<file path="config.mk">
export PLATFORM = sky130hd
export DESIGN_NAME = voting_machine_param
export DESIGN_NICKNAME = d
export VERILOG_FILES = /design/src/rtl/voting_machine_param.sv
export SDC_FILE = /design/constraint.sdc
export NUM_CORES = 1
export LEC_CHECK = 0
export BUFFER_PORTS_ARGS = -buffer_cell sky130_fd_sc_hd__buf_4
export CORE_MARGIN = 2
export CORE_UTILIZATION = 35
export CTS_CLUSTER_SIZE = 20
export DETAILED_ROUTE_END_ITERATION = 10
export PLACE_DENSITY = 0.52
export SLEW_MARGIN = 20
export SYNTH_ARGS = -nofsm -noshare
export SYNTH_HDL_FRONTEND = slang
export SYNTH_SLANG_ARGS = --single-unit
export TNS_END_PERCENT = 100
</file>
<file path="constraint.sdc">
create_clock -name clock -period 6.88 [get_ports clock]
set_input_delay 2.064 -clock clock [delete_from_list [all_inputs] [get_ports clock]]
set_output_delay 2.064 -clock clock [all_outputs]
set_load 0.02 [all_outputs]
</file>
<file path="src/rtl/voting_machine_param.sv">
// Parameterised voting machine: hold-qualified single-button votes,
// saturating per-candidate counters, running total and winner/tie flags.
module voting_machine_param #(
    parameter int NUM_CAND    = 4,
    parameter int CNT_W       = 8,
    parameter int HOLD_CYCLES = 10,
    parameter int ACK_CYCLES  = 8
) (
    input  logic                                clock,
    input  logic                                reset,
    input  logic                                mode,
    input  logic [NUM_CAND-1:0]                 buttons,
    output logic [CNT_W-1:0]                    led,
    output logic                                vote_valid,
    output logic [CNT_W+$clog2(NUM_CAND)-1:0]   total,
    output logic [$clog2(NUM_CAND)-1:0]         winner,
    output logic                                tie,
    output logic                                sat
);

    localparam int IDX_W = $clog2(NUM_CAND);
    localparam int TOT_W = CNT_W + IDX_W;
    localparam int HW    = $clog2(HOLD_CYCLES + 1);
    localparam int AW    = $clog2(ACK_CYCLES + 1);

    localparam logic [1:0] IDLE     = 2'd0;
    localparam logic [1:0] ARM      = 2'd1;
    localparam logic [1:0] WAIT_REL = 2'd2;

    logic [1:0]          r_state;
    logic [IDX_W-1:0]    r_sel;
    logic [HW-1:0]       r_hold;
    logic [AW-1:0]       r_ack;
    logic [CNT_W-1:0]    r_cnt [NUM_CAND];
    logic                r_need_rel;
    logic                r_vote;
    logic                r_sat;
    logic [CNT_W-1:0]    r_led;
    logic [TOT_W-1:0]    r_total;
    logic [IDX_W-1:0]    r_winner;
    logic                r_tie;

    logic                w_any;
    logic                w_one_hot;
    logic [IDX_W-1:0]    w_idx;
    logic [NUM_CAND-1:0] w_sel_pat;
    logic                w_commit;
    logic [AW-1:0]       w_ack_nxt;
    logic [TOT_W-1:0]    w_total;
    logic [CNT_W-1:0]    w_max;
    logic [IDX_W-1:0]    w_win;
    logic                w_seen;
    logic                w_tie;

    assign w_any     = |buttons;
    assign w_one_hot = w_any && ((buttons & (buttons - 1'b1)) == '0);
    assign w_sel_pat = NUM_CAND'(1) << r_sel;
    assign w_commit  = (r_state == ARM) && !mode && (buttons == w_sel_pat)
                    && (r_hold == HW'(HOLD_CYCLES - 1));

    always_comb begin
        w_idx = '0;
        for (int i = 0; i < NUM_CAND; i++)
            if (buttons[i]) w_idx = IDX_W'(i);
    end

    always_comb begin
        w_ack_nxt = r_ack;
        if (mode)
            w_ack_nxt = '0;
        else if (w_commit)
            w_ack_nxt = AW'(ACK_CYCLES);
        else if (r_ack != '0)
            w_ack_nxt = r_ack - AW'(1);
    end

    // Strict '>' keeps the lowest index on equal counts
    always_comb begin
        w_total = '0;
        w_max   = '0;
        w_win   = '0;
        w_seen  = 1'b0;
        w_tie   = 1'b0;
        for (int i = 0; i < NUM_CAND; i++) begin
            w_total = w_total + TOT_W'(r_cnt[i]);
            if (r_cnt[i] > w_max) begin
                w_max = r_cnt[i];
                w_win = IDX_W'(i);
            end
        end
        for (int i = 0; i < NUM_CAND; i++) begin
            if (r_cnt[i] == w_max) begin
                if (w_seen) w_tie = 1'b1;
                w_seen = 1'b1;
            end
        end
        w_tie = w_tie && (w_max != '0);
    end

    // r_need_rel blocks a button still held across reset from arming
    always_ff @(posedge clock or posedge reset) begin
        if (reset) begin
            r_state    <= IDLE;
            r_sel      <= '0;
            r_hold     <= '0;
            r_ack      <= '0;
            r_need_rel <= 1'b1;
            r_vote     <= 1'b0;
            r_sat      <= 1'b0;
            r_led      <= '0;
            r_total    <= '0;
            r_winner   <= '0;
            r_tie      <= 1'b0;
            for (int i = 0; i < NUM_CAND; i++) r_cnt[i] <= '0;
        end else begin
            if (!w_any) r_need_rel <= 1'b0;
            r_vote   <= w_commit;
            r_ack    <= w_ack_nxt;
            r_total  <= w_total;
            r_winner <= w_win;
            r_tie    <= w_tie;
            if (mode)
                r_led <= w_one_hot ? r_cnt[w_idx] : '0;
            else
                r_led <= (w_ack_nxt != '0) ? '1 : '0;
            if (w_commit) begin
                if (r_cnt[r_sel] == '1) r_sat <= 1'b1;
                else r_cnt[r_sel] <= r_cnt[r_sel] + CNT_W'(1);
            end
            case (r_state)
                IDLE: begin
                    if (!mode && w_any) begin
                        if (w_one_hot && !r_need_rel) begin
                            r_sel   <= w_idx;
                            r_hold  <= HW'(1);
                            r_state <= ARM;
                        end else begin
                            r_state <= WAIT_REL;
                        end
                    end
                end
                ARM: begin
                    if (mode || buttons != w_sel_pat || w_commit)
                        r_state <= WAIT_REL;
                    else
                        r_hold <= r_hold + HW'(1);
                end
                WAIT_REL: begin
                    if (!w_any) r_state <= IDLE;
                end
                default: r_state <= IDLE;
            endcase
        end
    end

    assign led        = r_led;
    assign vote_valid = r_vote;
    assign total      = r_total;
    assign winner     = r_winner;
    assign tie        = r_tie;
    assign sat        = r_sat;

endmodule

</file>
### Word level (Yosys, flattened, before mapping)

Index checks and enable logic that the tools add are counted.

* add/subtract/negate cells: 7
* $lt $le $gt $ge: 7
* shift-type cells: 1
* muxes and demuxes: 43
* reductions and logical operators: 24
* equality and inequality tests: 15
* bitwise gates (word level): 4

Operators by type and width (number)
* $mux 8: 12
* $bmux 8 s2: 2
* $bwmux 32: 1
* $eq 8x8->1: 4
* $gt 8x8->1: 3
* $mux 4: 6
* $demux 8 s2: 1
* $mux 2: 8
* $mux 1: 11
* $add 10x8->10: 1
* $add 9x8->10: 1
* $add 8x8->9: 1
* $add 8x1->8 const B: 1
* $eq 8x8->1 const B: 1
* $gt 8x1->1 const B: 1
* $logic_and 1x1->1: 8
* $ne 2x2->1 const B: 4
* $pmux 4 s2: 1
* $reduce_bool 4->1: 2
* $reduce_bool 8->1: 1
* $sub 4x1->4 const B: 2
* $ge 3x3->1 const B: 2
* $not 2->3: 2
* $pmux 2 s3: 1
* 20 further kinds: 24

* flip-flop bits (word level): 68
* output and inout bits: 23
* input bits: 7
* logic and storage cells: 116

### Depth between registers and ports, before layout

Gate-level depths: netlist of the first run.

* depth in word-level cells: 17
* gate-level depth with buffers: 31
* depth with buffers taken out: 25

### Worst setup path after synthesis of the first run

OpenSTA, ideal clock, no wires.

* kind: register -> register
* from: reg r_cnt[25] (netlist name)
* to: reg r_tie, in the netlist tie
* path buffers: 4
* library setup time: 0.082 ns
* cell stages (with the launch flop): 30
* arrival: 5.988 ns
* setup slack: 0.810 ns
* required time: 6.798 ns
* cells stage by stage: dfrtp_1 -> clkbuf_1 -> inv_1 -> ha_1 -> nor2b_1 -> o211ai_1 -> a211o_1 -> buf_2 -> a21bo_2 -> and2_1 -> ha_1 -> nor2b_1 -> o211ai_1 -> a211o_1 -> buf_6 -> and2_4 -> buf_2 -> a31oi_1 -> inv_1 -> ha_1 -> nor2b_1 -> o211ai_1 -> a21oi_1 -> o21ba_2 -> and2_1 -> or3_1 -> o2bb2ai_1 -> or4_4 -> maj3_2 -> a22oi_2

* longest elaborated chain between the ends: 17
* elaborated cells between the ends (all ways): 23

Ends and longest elaborated chain
* start: declaration: line 34 `logic [CNT_W-1:0] r_cnt [NUM_CAND];`
* start signal: indexed assignment: line 128 `else r_cnt[r_sel] <= r_cnt[r_sel] + CNT_W'(1);`
* $gt 8x1->1: line 86 `if (r_cnt[i] > w_max) begin`
* $mux 8: line 86
* $gt 8x8->1: line 86
* $mux 8: line 86
* $gt 8x8->1: line 86
* $mux 8: line 86
* $gt 8x8->1: line 86
* $mux 8: line 86
* [... 2 more ...]
* $mux 1: line 93 `if (w_seen) w_tie = 1'b1;`
* $mux 1: line 92 `if (r_cnt[i] == w_max) begin`
* $mux 1: line 93
* $mux 1: line 92
* $mux 1: line 93
* $mux 1: line 92
* $logic_and 1x1->1 (*): line 97 `w_tie = w_tie && (w_max != '0);`
* net w_tie: line 53 `logic w_tie;`
* end signal: assignment: line 121 `r_tie <= w_tie;`
* end: declaration: line 41 `logic r_tie;`

The timed path passes the listed nets; every way through them passes the cells marked *.
A chain may end at the register's enable or synchronous reset.

### Worst setup path in the final report of the first run

* from: reg r_cnt[26] (netlist name)
* to: reg r_tie, in the netlist tie

Same word-level chain as after synthesis.

==> impl_results.rst, run 1 <==
.. list-table::
   :header-rows: 1

   * - Metric
     - Value
   * - R2r setup slk
     - between 0.4 and 0.5 ns
   * - Number of placed I/O pins
     - 30
   * - Fin. Hold Viols
     - 0
   * - Least-Margin Pin Slew
     - 1.11 ns
   * - Worst path top cell family by delay
     - compound AO/OA/AOI/OAI gates
   * - Cell taking the most area after synthesis
     - sky130_fd_sc_hd__dfrtp_1
   * - Maximum root-to-sink buffer count
     - 2
   * - HPWL after detailed placement
     - roughly 14 mm
   * - Initial detailed-routing violation count
     - 473
   * - Count of flip-flops with a built-in enable after synthesis
     - 0
   * - CTS Hold Buffers Added
     - 0
   * - Sequential share of the synthesized area
     - 29.1%
   * - Placement Cell Area
     - about 6400 sq um
   * - Total wirelength of the detailed-routed design
     - between 15 and 20 mm
   * - Endpoint kind of the worst setup timing path
     - register
   * - Number of clock buffers inserted by TritonCTS
     - 9
   * - Remaining Overflow, GRT
     - 0
   * - End of the worst register-to-register path
     - tie$_DFF_PP0_
   * - Sort of element at the start of the critical path
     - register
   * - Die ar.
     - 17,800 sq um
   * - Arrival time at the worst endpoint
     - 6.71 ns
   * - DRC violation count after routing
     - 0
   * - Syn Std Cell Area
     - about 5900 sq um
   * - Startpoint of the most critical hold path
     - sat$_DFFE_PP0P_
   * - Number of optimization iterations in the first detailed-route pass
     - 5
   * - Outcome
     - finished clean
   * - Worst stage delay on the critical path
     - around 0.58 ns
   * - Vias/cell
     - 5.74
   * - Sink Count
     - 68
   * - Die Span Y
     - approximately 130 um
   * - Buffers and inverters on the worst path
     - 2
   * - Number of library cell types mapped by synthesis
     - 64
   * - Final setup viols
     - 0
   * - Initial Util
     - 35.6%
   * - Async SR Flop Fraction
     - 100%
   * - Worst reg2reg path depth
     - 22
   * - All-layer global routing usage
     - 21.9%
   * - Routed len/inst
     - a little over 20 um
   * - Final Critical Period
     - 6.44 ns
   * - Number of standard cells after synthesis
     - 665
   * - Leak
     - 3.05 nW
   * - FF+latch count, synth
     - 68
   * - Post-route setup TNS
     - 0 ns
   * - Startpoint of the lowest-slack register-to-register path
     - r_cnt[26]$_DFFE_PP0P_
   * - Skew final
     - between 0.01 and 0.015 ns
   * - Area of the core region
     - 16,500 sq um
   * - Number of antenna violations at the first check in global routing
     - 0
   * - Final estimated routing congestion in global placement
     - 0.952
   * - Power density over the cells
     - 242 nW/um^2
   * - RSZ-0062 raised after global routing
     - false
   * - Max-Cap Viols
     - 0
   * - Syn_area_per_cell
     - 8.81 sq um
   * - Clk slew on worst S/H paths
     - 0.06 ns
   * - Area share of the leading cell type in the synthesized netlist
     - 28.6%
   * - Pin count of the biggest net entering global routing
     - 69
   * - Via count of the first global-routing pass
     - roughly 5,300
   * - Final design instance area without fill
     - slightly below 7000 sq um
   * - Count of vias placed by the detailed router
     - ~5,300
   * - Cell types occupying the most area after synthesis
     - sky130_fd_sc_hd__dfrtp_1, sky130_fd_sc_hd__ha_1, sky130_fd_sc_hd__fa_1
   * - Count of input and output buffers
     - 29
   * - Required time worst endpoint
     - 7.15 ns
   * - Fmax
     - around 0.16 GHz
   * - Max Fanout on Critical Path
     - 31
   * - Critical path type
     - register to register
   * - Top FF cell, synth
     - sky130_fd_sc_hd__dfrtp_1
   * - Nets in the synthesized netlist
     - 725
   * - CTS Root Buffer Type
     - sky130_fd_sc_hd__clkbuf_16
   * - CTS tree
     - yes
   * - Part of the cycle the worst path needs
     - between 90% and 100%
   * - Cell type of the slowest stage on the worst timing path
     - sky130_fd_sc_hd__o21ai_2
   * - Worst vdd ir
     - around 0.00016 V
   * - Max_slew headroom
     - between 20% and 30%
   * - Max H-tree Level
     - 3
   * - Cell Chain, Critical Path
     - inv_1, ha_1, nand4_1, o21ai_2, nand3_1, and2_1, ha_1, nand4_2, a211o_1, and2_4, a31oi_1, inv_1, ha_1, nand2_1, o21ai_0, o21ba_2, a311oi_4, or3_1, o2bb2ai_1, or4_4, maj3_2, a22oi_2
   * - Total number of nets in the final design
     - 750
   * - Number of placement rows
     - 47
   * - Layout overhead on the synthesized area
     - 15.7%
   * - Type of the worst min-delay path
     - register to register
   * - Number of inserted diodes
     - 0
   * - Synth warnings
     - 0
   * - Hold-critical path depth
     - 1
   * - First-pass GRT wire length
     - around 30 mm
   * - Clock insertion delay at the later pin of the skew report
     - 0.35 ns
   * - Hold endpoint
     - sat$_DFFE_PP0P_
   * - Width of the chip
     - between 100 and 150 um
   * - Remaining number of nets flagged by the antenna check after routing
     - 0
   * - CP dominant cell by count
     - sky130_fd_sc_hd__ha_1
   * - Fraction of final layout cells sized beyond drive strength 1
     - 18.6%
   * - Number of pins with negative max-slew slack in the final report
     - 0
registers in the layout, summed over array words and instances, names as in the netlist:
name	cells
total	10
r_ack	4
sat	1
r_hold	4
r_state	2
tie	1
r_need_rel	1
r_cnt	32
winner	2
r_sel	2
vote_valid	1
led	8
area by class of cell:
type | instances | area (sq um)
fill | 1651 | 9680
multi-input combinational | 507 | 3810
sequential | 68 | 1700
timing repair buffer | 65 | 488
tap | 220 | 275
clock buffer | 10 | 229
inverter | 39 | 146
clock inverter | 6 | 136
power by group:
| group | internal [W] | switching (W) | leakage [nW] |
|---|---|---|---|
| Combinational | 0.000228 | 0.000303 | 2.04 |
| Sequential | 0.000458 | 0.0000620 | 0.831 |
| Clock | 0.000392 | 0.000195 | 0.173 |
| Total | 0.00108 | 0.000560 | 3.05 |
Yosys cell counts, drive strengths merged, types with 24 or more instances:
| master | count |
|---|---|
| ha | 37 |
| nand2 | 30 |
| nor2 | 63 |
| nand4 | 25 |
| and2 | 24 |
| a21oi | 47 |
| dfrtp | 67 |
| inv | 39 |
| o21ai | 49 |
| xnor2 | 24 |
| clkbuf | 37 |
per-layer routing:
metal	track usage, %	vias to the layer above	wire, um
met1	29.3	2573	8530
met3	3.20	50	964
met5	0	-	0
met4	11.1	0	728
met2	34.7	171	8560
li1	-	2458	-
how the worst max path moves through the flow:
stage | from | cells past startpoint | end | slack (ns)
2_1_floorplan | r_cnt[25]$_DFFE_PP0P_ | 29 | tie$_DFF_PP0_ | 0.81
3_5_place_dp | r_cnt[26]$_DFFE_PP0P_ | 25 | tie$_DFF_PP0_ | 0.38
5_1_grt | r_cnt[26]$_DFFE_PP0P_ | 22 | tie$_DFF_PP0_ | 0.04
3_3_place_gp | r_cnt[30]$_DFFE_PP0P_ | 25 | tie$_DFF_PP0_ | 0.47
6_report | r_cnt[26]$_DFFE_PP0P_ | 22 | tie$_DFF_PP0_ | 0.44
4_1_cts | r_cnt[30]$_DFFE_PP0P_ | 25 | tie$_DFF_PP0_ | 0.34
metrics by stage:
stage / instances / util, % / total power (W) / setup WS, ns / hold slack, ns
after floorplan: 665 / - / 0.000890 / 0.810 / 0.466
after global placement: 899 / 38.9 / 0.00104 / 0.471 / 0.450
after CTS: 915 / 41.1 / 0.00165 / 0.345 / 0.467
after detailed placement: 899 / 38.9 / 0.00105 / 0.377 / 0.446
final: 915 / 41.2 / 0.00164 / 0.442 / 0.463
after global routing: 915 / 41.2 / 0.00173 / 0.0378 / 0.488
kinds of logic (layout without fill, tap and decap cells):
group / Yosys count / in the layout / synth area share [%]
buffers and inverters: 90 / 120 / 6.23
flip-flops: 68 / 68 / 29.1
AO/OA/AOI/OAI: 183 / 183 / 20.7
XOR/XNOR: 33 / 33 / 4.93
multiplexers: 31 / 31 / 7.34
adder cells (fa/ha/maj): 54 / 54 / 13.6
AND/OR/NAND/NOR: 206 / 206 / 18.2
cells in the final DEF (no fill, tap or decap), drive strengths merged, types with 4 or more instances in the layout:
| cell | netlist | routed |
|---|---|---|
| dfrtp | 67 | 67 |
| buf | 14 | 65 |
| nor2 | 63 | 63 |
| o21ai | 49 | 49 |
| a21oi | 47 | 47 |
| inv | 39 | 40 |
| ha | 37 | 37 |
| nand2 | 30 | 30 |
| nand4 | 25 | 25 |
| xnor2 | 24 | 24 |
| and2 | 24 | 24 |
| nand3 | 16 | 16 |
| mux2 | 16 | 16 |
| fa | 16 | 16 |
| o211ai | 15 | 15 |
| nor3 | 12 | 12 |
| o2111ai | 11 | 11 |
| a31oi | 10 | 10 |
| clkbuf | 37 | 10 |
| xor2 | 9 | 9 |
| nor2b | 8 | 8 |
| o22ai | 8 | 8 |
| mux4 | 8 | 8 |
| nand2b | 7 | 7 |
| mux2i | 7 | 7 |
| a21bo | 6 | 6 |
| a211oi | 6 | 6 |
| a21o | 5 | 5 |
| nor4 | 5 | 5 |
| and3 | 4 | 4 |
| or3 | 4 | 4 |
| bufinv | 0 | 4 |
repair_timing:
action | in CTS | in global routing
setup endpoints to repair | 0 | 1
gates resized for setup | 0 | 2
setup buffers | 0 | 0
(Power assumes the default switching activity.)
==> run 2, diff against run 1 <==
--- a/config.mk
+++ b/config.mk
@@ -7,10 +7,10 @@
 export LEC_CHECK = 0
 export BUFFER_PORTS_ARGS = -buffer_cell sky130_fd_sc_hd__buf_4
 export CORE_MARGIN = 2
-export CORE_UTILIZATION = 35
+export CORE_UTILIZATION = 49
 export CTS_CLUSTER_SIZE = 20
 export DETAILED_ROUTE_END_ITERATION = 10
-export PLACE_DENSITY = 0.52
+export PLACE_DENSITY = 0.68
 export SLEW_MARGIN = 20
 export SYNTH_ARGS = -nofsm -noshare
 export SYNTH_HDL_FRONTEND = slang
==> impl_results.rst, run 2 (synthesis results as in run 1) <==
.. list-table::
   :header-rows: 1

   * - Metric
     - Value
   * - Global-route met2 utilization
     - 43.7% (+9.0 points)
   * - # fillers
     - 1,063 (-36%)
   * - Max-Cap Viols
     - 0 (unchanged)
   * - Post-route setup TNS
     - 0 ns (unchanged)
   * - Cell Chain, Critical Path
     - inv_1, ha_1, nand4_2, nor2_1, a211o_1, nand3_1, and2_1, ha_1, nand4_2, a211o_1, and2_4, a31oi_1, inv_1, ha_1, nand2_1, o21ai_0, o21ba_2, a311oi_4, or3_1, o2bb2ai_1, or4_4, maj3_2, a22oi_2
   * - Routing usage on met1
     - 40.2% (+11 points)
   * - Number of inserted diodes
     - 0 (unchanged)
   * - CTS Root Buffer Type
     - sky130_fd_sc_hd__clkbuf_16
   * - Required time worst endpoint
     - 7.15 ns (about the same)
   * - All-layer global routing usage
     - 28.3% (+6.4 points)
   * - Area of the multi-input gates
     - 3800 sq um (about the same)
   * - Layer with the highest usage
     - met2
   * - Worst path top cell family by delay
     - compound AO/OA/AOI/OAI gates
   * - Initial Util
     - 50.7% (+15 points)
   * - Die Span Y
     - 113 um (-15%)
   * - Outcome
     - finished clean
   * - Max Fanout on Critical Path
     - 31 (unchanged)
   * - CTS tree
     - yes
   * - DRC violation count after routing
     - 0 (unchanged)
   * - Max reg flops
     - 32 (unchanged)
   * - Worst setup slack before clock tree synthesis
     - 0.429 ns (+0.0519 ns)
   * - Critical path type
     - register to register
   * - Sink Count
     - 68 (unchanged)
   * - Worst stage delay on the critical path
     - 0.53 ns (-0.05 ns)
   * - Skew final
     - 0.0120 ns (+0.00131 ns)
   * - Vias/cell
     - 6.38 (+11%)
   * - Commonest non-fill, non-tap cell in the layout
     - sky130_fd_sc_hd__dfrtp_1
   * - Fraction of final layout cells sized beyond drive strength 1
     - 17.7% (-0.85 points)
   * - Number of pins with negative max-slew slack in the final report
     - 0 (unchanged)
   * - Cell type of the slowest stage on the worst timing path
     - sky130_fd_sc_hd__or4_4
   * - Part of the cycle the worst path needs
     - 93.6% (about the same)
   * - Remaining Overflow, GRT
     - 0 (unchanged)
   * - Total wirelength of the detailed-routed design
     - 17.6 mm (-6.2%)
   * - Power density over the cells
     - 232 nW/um^2 (-3.9%)
   * - First-pass GRT wire length
     - 28.1 mm (-5.9%)
   * - Via count of the first global-routing pass
     - 5,163 (-2.0%)
   * - Routed len/inst
     - 21.2 um (+3.2%)
   * - Fmax
     - 0.155 GHz (about the same)
   * - CP dominant cell by count
     - sky130_fd_sc_hd__ha_1
   * - Endpoint kind of the worst setup timing path
     - register
   * - Number of antenna violations at the first check in global routing
     - 1 (+1)
   * - HPWL after detailed placement
     - 12.8 mm (-6.0%)
   * - Width of the chip
     - 113 um (-15%)
   * - Total number of nets in the final design
     - 744 (-0.80%)
   * - Number of optimization iterations in the first detailed-route pass
     - 5 (unchanged)
   * - Remaining number of nets flagged by the antenna check after routing
     - 0 (unchanged)
   * - Fin. Hold Viols
     - 0 (unchanged)
   * - Register cell area after layout
     - 1700 sq um (unchanged)
   * - Number of placement rows
     - 39 (-17%)
   * - Count of input and output buffers
     - 29 (unchanged)
   * - Count of vias placed by the detailed router
     - 5,309 (+1.1%)
   * - Area of the core region
     - 11,600 sq um (-30%)
   * - Max H-tree Level
     - 3 (unchanged)
   * - CTS Hold Buffers Added
     - 0 (unchanged)
   * - Commonest cells after routing, fill and taps aside
     - sky130_fd_sc_hd__dfrtp_1, sky130_fd_sc_hd__nor2_1, sky130_fd_sc_hd__buf_4
   * - Clk slew on worst S/H paths
     - 0.06 ns (about the same)
   * - Largest Register
     - r_cnt
   * - Least-Margin Pin Slew
     - 1.03 ns (-0.0807 ns)
   * - Arrival time at the worst endpoint
     - 6.71 ns (about the same)
   * - RSZ-0062 raised after global routing
     - false
   * - Post-Route Hold Slack
     - 0.464 ns (+0.000525 ns)
   * - Max_slew headroom
     - 31.1% (+5.4 points)
   * - Type of the worst min-delay path
     - register to register
   * - Buffers and inverters on the worst path
     - 2 (unchanged)
   * - Layout overhead on the synthesized area
     - 12.1%
   * - Number of clock buffers inserted by TritonCTS
     - 9 (unchanged)
   * - Die ar.
     - 12,900 sq um (-28%)
   * - Final Critical Period
     - 6.44 ns (+0.000862 ns)
   * - Final setup viols
     - 0 (unchanged)
   * - Leak
     - 2.99 nW (-2.0%)
   * - Pin count of the biggest net entering global routing
     - 69 (unchanged)
   * - Final setup margin
     - 0.441 ns (-0.000862 ns)
   * - Met3 Resource Use GR
     - 4.36% (+1.2 points)
   * - Worst vdd ir
     - 0.000219 V (+38%)
   * - Clock insertion delay at the later pin of the skew report
     - 0.35 ns (about the same)
   * - Initial detailed-routing violation count
     - 492 (+4.0%)
   * - Maximum root-to-sink buffer count
     - 2 (unchanged)
   * - Number of placed I/O pins
     - 30 (unchanged)
   * - Sort of element at the start of the critical path
     - register
   * - Final estimated routing congestion in global placement
     - 1.02 (+7.2%)
## run 2: cell count changes in the layout (fill, tap and decap cells not counted)
cell / before / now
sky130_fd_sc_hd__clkinv_2: 0 / 2
sky130_fd_sc_hd__clkinvlp_4: 1 / 2
sky130_fd_sc_hd__buf_4: 65 / 59
sky130_fd_sc_hd__bufinv_16: 4 / 1
sky130_fd_sc_hd__a211o_2: 1 / 0
sky130_fd_sc_hd__a211o_1: 2 / 3
## run 2: what timing repair did
action / CTS / global route
setup endpoints to repair: 0 / 1
resized for setup: 0 / 1
setup buffers: 0 / 0
## run 2: worst paths after layout
kind | from | endpoint | slack [ns] | cells after the start
setup reg to reg | r_cnt[31]$_DFFE_PP0P_ | tie$_DFF_PP0_ | 0.44 | 23
max in group asynchronous | reset | total[8]$_DFF_PP0_ | 4.29 | 3
hold reg to reg | sat$_DFFE_PP0P_ | sat$_DFFE_PP0P_ | 0.46 | 1
hold / removal | sat$_DFFE_PP0P_ | sat$_DFFE_PP0P_ | 0.46 | 1
min in group asynchronous | reset | total[3]$_DFF_PP0_ | 1.98 | 3
setup / recovery | r_cnt[31]$_DFFE_PP0P_ | tie$_DFF_PP0_ | 0.44 | 23
## run 2: cell type report
class | instances | share of cell area, %
Clock inverter | 6 | 0.971
Sequential cell | 68 | 25.9
Inverter | 39 | 2.23
Timing Repair Buffer | 59 | 6.74
Multi-Input combinational cell | 507 | 57.9
Clock buffer | 10 | 3.49
Tap cell | 143 | 2.72
## run 2: worst reg2reg max path, delay by kind of cell (launching register included)
family / cells / cell delay, ns
AO/OA/AOI/OAI: 8 / 2.42
AND/OR/NAND/NOR: 9 / 2.12
adder cells (fa/ha/maj): 4 / 1.27
flip-flops: 1 / 0.35
buffers and inverters: 2 / 0.18
## run 2: stage by stage
stage / util (%) / std cells / power (W) / area, sq um
global route: 56.8 / 832 / 0.00161 / 6570
CTS: 56.7 / 832 / 0.00153 / 6560
detailed placement: 54.2 / 816 / 0.00105 / 6270
floorplan: - / 665 / 0.000890 / 5860
global placement: 54.2 / 816 / 0.00103 / 6270
finish: 56.8 / 832 / 0.00153 / 6570
## run 2: routing by layer
metal	wire length, um	share of wire, %
met1	7780	44
met4	605	3.4
met3	1180	6.7
met2	8050	46
met5	0	0
## run 2: where the power goes
| group | total (W) | switching, W | internal [W] |
|---|---|---|---|
| clock | 0.000476 | 0.000195 | 0.000281 |
| combinational | 0.000528 | 0.000302 | 0.000226 |
| sequential | 0.000521 | 0.0000631 | 0.000458 |
| total | 0.00153 | 0.000560 | 0.000965 |
==> run 3, diff against run 2 <==
--- a/config.mk
+++ b/config.mk
@@ -10,7 +10,7 @@
 export CORE_UTILIZATION = 49
 export CTS_CLUSTER_SIZE = 20
 export DETAILED_ROUTE_END_ITERATION = 10
-export PLACE_DENSITY = 0.68
+export PLACE_DENSITY = 0.74
 export SLEW_MARGIN = 20
 export SYNTH_ARGS = -nofsm -noshare
 export SYNTH_HDL_FRONTEND = slang
==> impl_results.rst, run 3 (synthesis results as in run 1) <==
.. list-table::
   :header-rows: 1

   * - Metric
     - Value
   * - Arrival time at the worst endpoint
     - 6.67 ns (-0.04 ns)
   * - Routed len/inst
     - 21.8 um (+2.8%)
   * - Clk slew on worst S/H paths
     - 0.07 ns (about the same)
   * - Fin. Hold Viols
     - 0 (unchanged)
   * - Number of placed I/O pins
     - 30 (unchanged)
   * - Leak
     - 3.03 nW (+1.6%)
   * - Die ar.
     - 12,900 sq um (unchanged)
   * - Skew final
     - 0.0103 ns (-0.00166 ns)
   * - Least-Margin Pin Slew
     - 1.09 ns (+0.0638 ns)
   * - Outcome
     - finished clean
   * - Power dissipated by switching net loads
     - 0.000569 W (+1.5%)
   * - Number of antenna violations at the first check in global routing
     - 0 (-1)
   * - Setup Buffers After CTS
     - 0 (unchanged)
   * - Placement Cell Area
     - 6330 sq um (+0.96%)
   * - Worst vdd ir
     - 0.000187 V (-14%)
   * - # fillers
     - 1,041 (-2.1%)
   * - Initial detailed-routing violation count
     - 621 (+26%)
   * - First-pass GRT wire length
     - 29.0 mm (+3.2%)
   * - Count of vias placed by the detailed router
     - 5,368 (+1.1%)
   * - Endpoint kind of the worst setup timing path
     - register
   * - Worst reg2reg path depth
     - 27 (+17%)
   * - Hold endpoint
     - sat$_DFFE_PP0P_
   * - CTS Root Buffer Type
     - sky130_fd_sc_hd__clkbuf_16
   * - Power density over the cells
     - 235 nW/um^2 (+1.0%)
   * - Post-route setup TNS
     - 0 ns (unchanged)
   * - Remaining number of nets flagged by the antenna check after routing
     - 0 (unchanged)
   * - Number of placement rows
     - 39 (unchanged)
   * - Max-Cap Viols
     - 0 (unchanged)
   * - Sink Count
     - 68 (unchanged)
   * - Max_slew headroom
     - 26.8% (-4.3 points)
   * - CTS tree
     - yes
   * - Combinational fraction of design power
     - 34.2% (-0.4 points)
   * - Layout overhead on the synthesized area
     - 13.3%
   * - HPWL after detailed placement
     - 13.1 mm (+2.7%)
   * - End of the worst register-to-register path
     - tie$_DFF_PP0_
   * - Number of pins with negative max-slew slack in the final report
     - 0 (unchanged)
   * - Final setup viols
     - 0 (unchanged)
   * - All-layer global routing usage
     - 29.5% (+1.1 points)
   * - Number of optimization iterations in the first detailed-route pass
     - 6 (+1)
   * - Pin count of the biggest net entering global routing
     - 69 (unchanged)
   * - Commonest cells after routing, fill and taps aside
     - sky130_fd_sc_hd__buf_4, sky130_fd_sc_hd__dfrtp_1, sky130_fd_sc_hd__nor2_1
   * - Total number of nets in the final design
     - 752 (+1.1%)
   * - Maximum root-to-sink buffer count
     - 2 (unchanged)
   * - Sequential share of power
     - 33.6% (-0.6 points)
   * - Critical path type
     - register to register
   * - Pint
     - 0.000988 W (+2.5%)
   * - Vias/cell
     - 6.39 (+0.15%)
   * - Sort of element at the start of the critical path
     - register
   * - Remaining Overflow, GRT
     - 0 (unchanged)
   * - Switching Fraction
     - 36.5% (-0.21 points)
   * - RSZ-0062 raised after global routing
     - false
   * - Clock insertion delay at the later pin of the skew report
     - 0.35 ns (about the same)
   * - Area of the core region
     - 11,600 sq um (unchanged)
   * - Part of the cycle the worst path needs
     - 93.0% (-0.58 points)
   * - Max H-tree Level
     - 3 (unchanged)
   * - Final design instance area without fill
     - 6640 sq um (+1.1%)
   * - Width of the chip
     - 113 um (unchanged)
   * - Hold-critical path depth
     - 1 (unchanged)
   * - Total wirelength of the detailed-routed design
     - 18.3 mm (+3.8%)
   * - Initial Util
     - 50.7% (unchanged)
   * - Post-Route Hold Slack
     - 0.483 ns (+0.0198 ns)
   * - Required time worst endpoint
     - 7.15 ns (about the same)
   * - Type of the worst min-delay path
     - register to register
   * - Max Fanout on Critical Path
     - 22 (-29%)
   * - Startpoint of the most critical hold path
     - sat$_DFFE_PP0P_
   * - Via count of the first global-routing pass
     - 5,185 (+0.43%)
   * - Largest Register
     - r_cnt
   * - Fraction of final layout cells sized beyond drive strength 1
     - 18.9% (+1.2 points)
   * - Number of clock buffers inserted by TritonCTS
     - 9 (unchanged)
   * - Max reg flops
     - 32 (unchanged)
   * - Final Critical Period
     - 6.40 ns (-0.0400 ns)
   * - Count of input and output buffers
     - 29 (unchanged)
   * - Number of inserted diodes
     - 0 (unchanged)
   * - Final estimated routing congestion in global placement
     - 1.04 (+1.6%)
   * - DRC violation count after routing
     - 0 (unchanged)
   * - R2r setup slk
     - 0.48 ns (+0.04 ns)
   * - Die Span Y
     - 113 um (unchanged)
   * - Startpoint of the lowest-slack register-to-register path
     - r_cnt[30]$_DFFE_PP0P_
   * - Fmax
     - 0.156 GHz (+0.62%)
   * - Proportion of power drawn by the clock network
     - 32.2% (+1.0 points)
run 3: layout make-up:
type	count	area (sq um)	share of cell area [%]
Clock buffer	11	253	3.81
Clock inverter	5	58.8	0.885
Tap cell	143	179	2.69
Multi-Input combinational cell	507	3800	57.2
Sequential cell	68	1700	25.6
Timing Repair Buffer	67	503	7.57
Inverter	39	146	2.20
run 3: stage by stage:
step                power (W)  instances  setup WS, ns  util (%)
floorplan            0.000890        665         0.810         -
detailed placement    0.00105        824         0.580      54.7
finish                0.00156        840         0.481      57.4
global route          0.00164        840        0.0644      57.4
global placement      0.00104        824         0.669      54.7
CTS                   0.00156        840         0.541      57.4
run 3: how the worst max path moves through the flow:
stage	from	to	slack, ns	cells past startpoint
after floorplan	r_cnt[25]$_DFFE_PP0P_	tie$_DFF_PP0_	0.81	29
after global placement	r_cnt[30]$_DFFE_PP0P_	tie$_DFF_PP0_	0.67	24
after detailed placement	r_cnt[31]$_DFFE_PP0P_	tie$_DFF_PP0_	0.58	25
after CTS	r_cnt[31]$_DFFE_PP0P_	tie$_DFF_PP0_	0.54	25
after global routing	r_cnt[30]$_DFFE_PP0P_	tie$_DFF_PP0_	0.06	27
final	r_cnt[30]$_DFFE_PP0P_	tie$_DFF_PP0_	0.48	27
run 3: routing by layer:
metal  wire length (um)  vias up  global-route usage [%]  part of all wire [%]
met5                  0        -                       0                     0
met4                599        0                    10.7                   3.3
met3               1480       55                    5.90                   8.1
met2               8140      237                    45.1                    44
met1               8070     2613                    41.7                    44
li1                   -     2463                       -                     -
run 3: worst max-delay path, cell delays in order, from the launching register on:
cell,delay (ns)
sky130_fd_sc_hd__dfrtp_1,0.34
sky130_fd_sc_hd__inv_1,0.08
sky130_fd_sc_hd__ha_1,0.34
sky130_fd_sc_hd__a21oi_1,0.08
sky130_fd_sc_hd__o21ai_0,0.36
sky130_fd_sc_hd__o21ai_2,0.10
sky130_fd_sc_hd__buf_4,0.21
sky130_fd_sc_hd__a21bo_2,0.26
sky130_fd_sc_hd__and2_1,0.16
sky130_fd_sc_hd__ha_1,0.28
sky130_fd_sc_hd__nor2b_1,0.14
sky130_fd_sc_hd__o211ai_1,0.11
sky130_fd_sc_hd__a211o_1,0.39
sky130_fd_sc_hd__and2_4,0.29
sky130_fd_sc_hd__a31oi_1,0.24
sky130_fd_sc_hd__inv_1,0.07
sky130_fd_sc_hd__ha_1,0.30
sky130_fd_sc_hd__nor2b_1,0.14
sky130_fd_sc_hd__o211ai_1,0.16
sky130_fd_sc_hd__a21oi_1,0.12
sky130_fd_sc_hd__o21bai_2,0.44
sky130_fd_sc_hd__buf_4,0.35
sky130_fd_sc_hd__nand3_1,0.10
sky130_fd_sc_hd__o21ai_0,0.18
sky130_fd_sc_hd__o2bb2ai_1,0.12
sky130_fd_sc_hd__or4_4,0.52
sky130_fd_sc_hd__maj3_2,0.31
sky130_fd_sc_hd__a22oi_2,0.12
run 3: power groups by stage:
| stage | logic, W | clock network, W | registers (W) |
|---|---|---|---|
| 6_report | 0.000533 | 0.000501 | 0.000523 |
| 3_5_place_dp | 0.000524 | 0 | 0.000529 |
| 4_1_cts | 0.000529 | 0.000509 | 0.000522 |
| 3_3_place_gp | 0.000514 | 0 | 0.000523 |
| 2_1_floorplan | 0.000353 | 0 | 0.000537 |
| 5_1_grt | 0.000584 | 0.000522 | 0.000534 |
run 3: what timing repair did:
item	in CTS	in global routing
gates resized for setup	0	1
setup endpoints to repair	0	1
hold buffers	0	0
